<file path="src/rtl/dram_burst_sched_pkg.sv">
// Shared types and constants for the DRAM burst scheduler and its datapath.
package dram_burst_sched_pkg;

  localparam int unsigned BurstLen = 8;
  localparam int unsigned CntW     = 4;

  typedef enum logic [1:0] {
    StIdle,
    StXfer,
    StClr,
    StTurn
  } sched_state_t;

  typedef enum logic {
    DirRd,
    DirWr
  } dir_t;

endpackage

</file>
<file path="src/rtl/rr_arb2.sv">
// Two-requester round-robin arbiter; last_dir remembers the most recent winner.
module rr_arb2
  import dram_burst_sched_pkg::*;
(
  input  logic CLK,
  input  logic RST,
  input  logic rd_req,
  input  logic wr_req,
  input  logic take,
  output logic pick_valid,
  output dir_t pick_dir
);

  dir_t last_dir_q;

  always_comb begin
    pick_valid = rd_req | wr_req;
    pick_dir   = DirRd;
    if (rd_req && wr_req) begin
      pick_dir = (last_dir_q == DirWr) ? DirRd : DirWr;
    end else if (wr_req) begin
      pick_dir = DirWr;
    end
  end

  // Reads win the first tie after reset.
  always_ff @(posedge CLK) begin
    if (RST) begin
      last_dir_q <= DirWr;
    end else if (take && pick_valid) begin
      last_dir_q <= pick_dir;
    end
  end

endmodule

</file>
<file path="src/rtl/dram_burst_sched.sv">
// Read/write burst scheduler: grants one requester per burst, drives the datapath
// enables/clear/column/store word and inserts turnaround gaps on direction changes.
module dram_burst_sched
  import dram_burst_sched_pkg::*;
#(
  parameter int unsigned BURST    = BurstLen,
  parameter int unsigned WORD_W   = 32,
  parameter int unsigned COL_W    = 3,
  parameter int unsigned TURN_CYC = 2
) (
  input  logic              CLK,
  input  logic              RST,
  input  logic              cas_ok,
  input  logic              rd_req,
  input  logic [COL_W-1:0]  rd_col,
  output logic              rd_gnt,
  output logic              rd_valid,
  output logic [WORD_W-1:0] rd_data,
  input  logic              wr_req,
  input  logic [COL_W-1:0]  wr_col,
  input  logic [WORD_W-1:0] wr_data,
  output logic              wr_gnt,
  output logic              wr_done,
  output logic              dt_rd_en,
  output logic              dt_wr_en,
  output logic              dt_clear,
  output logic [COL_W-1:0]  dt_col,
  output logic [WORD_W-1:0] dt_memstore,
  input  logic [WORD_W-1:0] dt_memload
);

  localparam logic [CntW-1:0] LastCnt  = CntW'(BURST + 2);
  localparam logic [CntW-1:0] TurnLast = CntW'((TURN_CYC > 0) ? TURN_CYC - 1 : 0);

  sched_state_t      state_q, state_d;
  dir_t              dir_q, dir_d;
  logic [CntW-1:0]   cnt_q, cnt_d;
  logic              rd_gnt_q, rd_gnt_d, wr_gnt_q, wr_gnt_d;
  logic              rd_valid_q, rd_valid_d, wr_done_q, wr_done_d;
  logic              rd_en_q, rd_en_d, wr_en_q, wr_en_d, clear_q, clear_d;
  logic [COL_W-1:0]  col_q, col_d;
  logic [WORD_W-1:0] store_q, store_d, rd_data_q, rd_data_d;

  logic take;
  logic pick_valid;
  dir_t pick_dir;

  rr_arb2 u_arb (
    .CLK        (CLK),
    .RST        (RST),
    .rd_req     (rd_req),
    .wr_req     (wr_req),
    .take       (take),
    .pick_valid (pick_valid),
    .pick_dir   (pick_dir)
  );

  always_comb begin
    state_d    = state_q;
    dir_d      = dir_q;
    cnt_d      = cnt_q;
    rd_gnt_d   = 1'b0;
    wr_gnt_d   = 1'b0;
    rd_valid_d = 1'b0;
    wr_done_d  = 1'b0;
    clear_d    = 1'b0;
    rd_en_d    = rd_en_q;
    wr_en_d    = wr_en_q;
    col_d      = col_q;
    store_d    = store_q;
    rd_data_d  = rd_data_q;
    take       = 1'b0;

    unique case (state_q)
      StIdle: begin
        if (cas_ok && pick_valid) begin
          take    = 1'b1;
          dir_d   = pick_dir;
          cnt_d   = '0;
          state_d = StXfer;
          if (pick_dir == DirRd) begin
            rd_gnt_d = 1'b1;
            rd_en_d  = 1'b1;
            col_d    = rd_col;
          end else begin
            wr_gnt_d = 1'b1;
            wr_en_d  = 1'b1;
            col_d    = wr_col;
            store_d  = wr_data;
          end
        end
      end
      StXfer: begin
        if (cnt_q == LastCnt) begin
          rd_en_d = 1'b0;
          wr_en_d = 1'b0;
          clear_d = 1'b1;
          state_d = StClr;
          if (dir_q == DirRd) begin
            rd_valid_d = 1'b1;
            rd_data_d  = dt_memload;
          end else begin
            wr_done_d = 1'b1;
          end
        end else begin
          cnt_d = cnt_q + 1'b1;
        end
      end
      StClr: begin
        // Turn the bus around whenever the next winner runs the other way.
        if (pick_valid && (pick_dir != dir_q) && (TURN_CYC > 0)) begin
          state_d = StTurn;
          cnt_d   = '0;
        end else begin
          state_d = StIdle;
        end
      end
      StTurn: begin
        if (cnt_q == TurnLast) begin
          state_d = StIdle;
        end else begin
          cnt_d = cnt_q + 1'b1;
        end
      end
      default: state_d = StIdle;
    endcase
  end

  always_ff @(posedge CLK) begin
    if (RST) begin
      state_q    <= StIdle;
      dir_q      <= DirWr;
      cnt_q      <= '0;
      rd_gnt_q   <= 1'b0;
      wr_gnt_q   <= 1'b0;
      rd_valid_q <= 1'b0;
      wr_done_q  <= 1'b0;
      rd_en_q    <= 1'b0;
      wr_en_q    <= 1'b0;
      clear_q    <= 1'b0;
      col_q      <= '0;
      store_q    <= '0;
      rd_data_q  <= '0;
    end else begin
      state_q    <= state_d;
      dir_q      <= dir_d;
      cnt_q      <= cnt_d;
      rd_gnt_q   <= rd_gnt_d;
      wr_gnt_q   <= wr_gnt_d;
      rd_valid_q <= rd_valid_d;
      wr_done_q  <= wr_done_d;
      rd_en_q    <= rd_en_d;
      wr_en_q    <= wr_en_d;
      clear_q    <= clear_d;
      col_q      <= col_d;
      store_q    <= store_d;
      rd_data_q  <= rd_data_d;
    end
  end

  assign rd_gnt      = rd_gnt_q;
  assign wr_gnt      = wr_gnt_q;
  assign rd_valid    = rd_valid_q;
  assign wr_done     = wr_done_q;
  assign rd_data     = rd_data_q;
  assign dt_rd_en    = rd_en_q;
  assign dt_wr_en    = wr_en_q;
  assign dt_clear    = clear_q;
  assign dt_col      = col_q;
  assign dt_memstore = store_q;

endmodule
</file>
<file path="config.mk">
export PLATFORM = sky130hd
export DESIGN_NAME = dram_burst_sched
export DESIGN_NICKNAME = d
export VERILOG_FILES = /design/src/rtl/dram_burst_sched_pkg.sv /design/src/rtl/rr_arb2.sv /design/src/rtl/dram_burst_sched.sv
export SDC_FILE = /design/constraint.sdc
export NUM_CORES = 1
export LEC_CHECK = 0
export BUFFER_PORTS_ARGS = -buffer_cell sky130_fd_sc_hd__buf_2
export CAP_MARGIN = 20
export CORE_ASPECT_RATIO = 1.4
export CORE_MARGIN = 2
export CORE_UTILIZATION = 47
export DETAILED_ROUTE_END_ITERATION = 10
export PLACE_DENSITY = 0.93
export REMOVE_ABC_BUFFERS = 1
export SLEW_MARGIN = 40
export SYNTH_ARGS = -nofsm -noshare
export SYNTH_HDL_FRONTEND = slang
export SYNTH_HIERARCHICAL = 1
export SYNTH_SLANG_ARGS = --single-unit
</file>
<file path="constraint.sdc">
create_clock -name CLK -period 2.77 [get_ports CLK]
set_input_delay 0.4155 -clock CLK [delete_from_list [all_inputs] [get_ports CLK]]
set_output_delay 0.4155 -clock CLK [all_outputs]
set_load 0.02 [all_outputs]
</file>
## After elaboration in Yosys (flattened, before gate mapping)

Cells that the tools add are included.

| word-level totals | value |
|---|---|
| bits in latches | 0 |
| logic and storage cells | 79 |
| memories | 0 |
| register bits after elaboration | 82 |
| bits in writable memories | 0 |
| ROM bits | 0 |

| cells by class | value |
|---|---|
| multiply operators | 0 |
| reductions and logical operators | 16 |
| equal/unequal tests | 14 |
| add/subtract/negate cells | 1 |
| shifts and indexed selects | 0 |
| multiplexer cells | 28 |
| magnitude comparators | 0 |
| divide/modulo/power cells | 0 |
| bitwise logic cells | 6 |

Operators with widths:

| kind | number |
|---|---|
| two-way mux 4 bit | 4 |
| != test 2 bit (second input constant) | 8 |
| one-hot mux 4 bit (4 select lines) | 1 |
| two-way mux 1 bit | 15 |
| AND reduction 4 bit | 3 |
| AND reduction 3 bit | 3 |
| two-way mux 2 bit | 4 |
| one-hot mux 2 bit (4 select lines) | 1 |
| OR reduction 3 bit | 2 |
| NOT 1 bit | 5 |
| adder 4 x 1 -> 4 bit (second input constant) | 1 |
| equality test 2 bit (second input constant) | 2 |
| equality test 4 x 1 -> 1 bit (second input constant) | 1 |
| equality test 4 bit (second input constant) | 1 |
| logical AND 1 bit | 4 |
| one-hot mux 1 bit (2 select lines) | 2 |
| two-way mux 3 bit | 1 |
| equality test 2 x 1 -> 1 bit (second input constant) | 1 |
| zero test 2 bit | 1 |
| AND reduction 2 bit | 1 |
| nonzero test 2 bit | 1 |
| OR reduction 2 bit | 1 |
| != test 1 bit | 1 |
| OR 1 bit | 1 |

## Logic depth before layout (Yosys ltp)

| logic depth | value |
|---|---|
| depth after elaboration | 6 |
| depth in mapped cells | 8 |
| depth with buffers taken out | 6 |

## Modules after synthesis

Netlist, hierarchy kept.

By module, submodules not included:

| module | cells each | times used | seq. area each (um^2) | area an instance (um^2) |
|---|---|---|---|---|
| dram_burst_sched | 295 | 1 | 1621.6 | 2850.2 |
| rr_arb2 | 6 | 1 | 20.0 | 56.3 |

## Worst setup path after synthesis

OpenSTA, ideal clock, no wires.

| timing path | value |
|---|---|
| path kind | input to register |
| start point | input wr_req |
| end point | register cnt_q[2] |
| required time | 2.696 ns |
| arrival time | 1.704 ns |
| cell stages on the path | 6 |
| slack | 0.992 ns |
| path buffers | 1 |
| cell sequence | a21boi_0 buf_4 xnor2_1 o221a_4 or4_1 a31oi_1 |

| between the ends | value |
|---|---|
| cells in the longest elaborated chain, start to end | 6 |
| elaborated cells on any way between the ends | 10 |
| those cells by class | eq/ne: 3; mux: 2; bitwise: 1; reduce/logical: 4 |

RTL lines:

| item | RTL line | source |
|---|---|---|
| start, declared | dram_burst_sched.sv:19 | `input logic wr_req,` |
| two-way mux 1 bit or logical AND 1 bit (tied branches) | rr_arb2.sv:21, rr_arb2.sv:19 |  |
| two-way mux 1 bit | rr_arb2.sv:19 | `if (rd_req && wr_req) begin` |
| != test 1 bit | dram_burst_sched.sv:111 | `if (pick_valid && (pick_dir != dir_q) && (TURN_CYC > 0)) begin` |
| logical AND 1 bit | dram_burst_sched.sv:111 |  |
| != test 2 bit (no line) | -- |  |
| AND reduction 4 bit (no line) (*) | -- |  |
| end signal, assigned | dram_burst_sched.sv:147 | `cnt_q <= cnt_d;` |
| end, declared | dram_burst_sched.sv:37 | `logic [CntW-1:0] cnt_q, cnt_d;` |

Mark *: on every way between the ends. The rest lies on a longest branch, timed or not.
A chain may end at the register's enable or synchronous reset.

## Final worst setup path

| timing path | value |
|---|---|
| start point | register cnt_q[1] |
| end point | register rd_data_q[24], in the netlist rd_data[24] |

| between the ends | value |
|---|---|
| cells in the longest elaborated chain, start to end | 2 |

RTL lines:

| item | RTL line | source |
|---|---|---|
| equality test 4 bit | dram_burst_sched.sv:94 | `if (cnt_q == LastCnt) begin` |
| AND reduction 3 bit (no line) | -- |  |
| end signal, assigned | dram_burst_sched.sv:157 | `rd_data_q <= rd_data_d;` |
| end, declared | dram_burst_sched.sv:42 | `logic [WORD_W-1:0] store_q, store_d, rd_data_q, rd_data_d;` |

Every way passes these cells.

==> out/metrics.yaml <==
start_kind: "flip-flop"
fin_hold_ws_ps: 268
timing.rr.start: "cnt_q[1]$_SDFFE_PP0P_"
grt_pass1_vias: 2688
layout.nets: 522
antenna_found_initial: 0
path_buf_inv: 0
gp_congestion: 0.857
synth_warnings: 6
final_cell_mix: "buf_2, dfxtp_1, nand2_1"
drt-wirelength-per-cell_um: 13.6
internal_power_mw: 1.63
coreArea_um2: 5900
drc: 0
diodes: 0
yosysSeqAreaShare: 0.565
cts-resized-gates: 0
status: "complete, no violations"
cts_root_buffer: "clkbuf_8"
max_freq_mhz: 506
first_pass_iters: 4
slew_headroom: 0.537
layout_commonest_cell: "buf_2"
vias: 2641
wl_um: 7050
path_clk_slew_ps: 90
synth_area_per_cell_um2: 9.66
cts_buffer_depth: 2
power_mw: 2.19
yosysUniqueCellTypes: 40
rsz0062_at_grt: "no"
cp_slowest_cell: "or3_2"
setup_viol: 0
dp_hpwl_um: 5210
final_max_slew_viol_count: 0
p_seq_frac: 0.558
p_comb_frac: 0.091
cts_made_buffers: 9
path_delay_family: "simple AND/OR/NAND/NOR gates"
netlist_area_um2: 2910
crit_chain: "ha_1 > nand3b_1 > or3_2 > nand2_1 > a21oi_1"
portBuffers: 148
grt_first_pass_wirelength_um: 11800
ant_nets: 0
r2r-end: "rd_data[24]$_SDFFE_PP0P_"
postCtsSetupRepairBufs: 0
syn_inst: 301
drive_gt1_frac: 0.399
grt_start_max_net_pins: 35
finClkSkew_ps: 11.8
tightest_slew_ps: 692
die_h_um: 97.0
clkPwrFrac: 0.351
r2r_cells: 5
crit_type: "flip-flop to flip-flop"
die_area_um2: 6840
ys_seq_elements: 82
crit_fanout: 33
die_x_um: 70.5
clkSinkCount: 82
grt_remaining_overflow: 0
hp-start: "wr_data[10]"
ir_drop_mv: 0.347
post-place-ws_ps: 613
postCtsHoldBufs: 0
p_leak_nw: 1.80
area_delta_synth_final_pct: 32.7
viasPerCell: 5.09
netSwitchingFraction: 0.257
setup.worst_path.end_class: "flip-flop"
setup_ws_ps: 793
worstSkewPairLatency_ps: 350
min_path_cells: 2
regToRegSetupSlack_ps: 790
rows: 33
fill_cells: 486
cap_violations: 0
powerDensity_nw_per_um2: 569
cts_tree: "yes"
fin_tns_setup_ps: 0
grtUsageTotal: 0.212
regArea_um2: 1640
finalCritPeriodShare: 0.714
drtIter0Drc: 87
switching_power_uw: 564
htreeDepth: 3
cp.required_ps: 2990
ios: 149
hp-class: "primary input to flip-flop"
holdPathEnd: "dt_memstore[10]$_SDFFE_PP0P_"
hold_viol: 0
start_util: 0.492
cp.arrival_ps: 2200
slowest_delay_ps: 790
multi_input_area_um2: 1150
layout_min_cycle_time_ps: 1980
logic make-up (layout without fill, tap and decap cells):
logic type | Yosys count | in the layout | share of synthesized area
muxes | 4 | 4 | 0.0138
adders and majority gates | 3 | 3 | 0.0129
buffers and inverters | 27 | 175 | 0.0439
DFF | 82 | 82 | 0.565
and+or+nand+nor | 94 | 94 | 0.142
xor gates and xnor gates | 1 | 1 | 0.00301
AOI/OAI and AO/OA | 90 | 90 | 0.220
metal layers:
metal	global-route usage	share of wire
met5	0	0
met2	0.378	0.52
met1	0.230	0.38
met4	0.0784	0.015
met3	0.0656	0.080
worst max path at each step:
stage	start	to	slack, ps	cells after the start
global placement	rd_req	dt_memstore[18]$_SDFFE_PP0P_	500	6
finish	cnt_q[1]$_SDFFE_PP0P_	rd_data[24]$_SDFFE_PP0P_	790	5
global route	cnt_q[0]$_SDFFE_PP0P_	rd_data[25]$_SDFFE_PP0P_	640	6
detailed placement	wr_req	cnt_q[2]$_SDFFE_PP0P_	610	7
floorplan	wr_req	dt_memstore[0]$_SDFFE_PP0P_	80	4
CTS	cnt_q[1]$_SDFFE_PP0P_	rd_data[24]$_SDFFE_PP0P_	800	5
synthesized netlist by cell type:
master	instances	share of area
nor3_1	2	0.0034
o221a_4	1	0.0069
nand3b_1	2	0.0052
nand4_1	1	0.0022
nand2_1	69	0.089
ha_1	3	0.013
nor3b_1	1	0.0026
or4_1	1	0.0026
a22o_1	32	0.096
and2_1	1	0.0022
clkbuf_1	6	0.0077
dfxtp_1	82	0.56
and4bb_1	1	0.0043
o31ai_1	1	0.0026
mux2i_1	4	0.014
buf_4	3	0.0077
buf_2	12	0.021
o21ai_0	4	0.0069
a31oi_1	1	0.0022
a21boi_0	2	0.0052
xnor2_1	1	0.0030
o21bai_2	1	0.0039
o311ai_0	1	0.0030
nand2b_1	1	0.0022
nor4_1	1	0.0022
inv_1	6	0.0077
o41ai_1	1	0.0030
or3_1	1	0.0022
nor2_1	7	0.0090
nand3_1	1	0.0017
o211ai_1	1	0.0026
a31o_2	1	0.0030
a21oi_1	34	0.059
o21bai_1	2	0.0052
nand2b_4	1	0.0047
and3_1	1	0.0022
or2_2	3	0.0065
o22ai_1	2	0.0043
a21oi_2	1	0.0030
a211oi_1	5	0.013
through the flow:
stage	instance area [µm²]	instances	util
after floorplan	2800	280	-
final	3860	519	0.653
after global placement	3670	503	0.622
after detailed placement	3680	503	0.623
after CTS	3860	519	0.653
after global routing	3860	519	0.653
final cells by class:
| class | count | area share |
|---|---|---|
| multi-input combinational | 192 | 0.298 |
| timing repair buffer | 153 | 0.202 |
| clock inverter | 6 | 0.0127 |
| inverter | 6 | 0.00584 |
| clock buffer | 10 | 0.0331 |
| sequential | 82 | 0.426 |
| tap | 70 | 0.0227 |
flip-flops by register name, indices dropped and copies added (netlist names), 2 cells and up:
| register | cells |
|---|---|
| dt_col | 3 |
| dt_memstore | 32 |
| state_q | 2 |
| cnt_q | 4 |
| rd_data | 32 |
power groups by stage:
stage / clock (mW) / sequential, mW / combinational (mW)
floorplan: 0 / 1.28 / 0.0666
CTS: 0.791 / 1.22 / 0.200
detailed placement: 0 / 1.25 / 0.200
global route: 0.848 / 1.23 / 0.217
global placement: 0 / 1.25 / 0.193
finish: 0.769 / 1.22 / 0.200
Note: power is estimated with default switching activity, not from simulation.
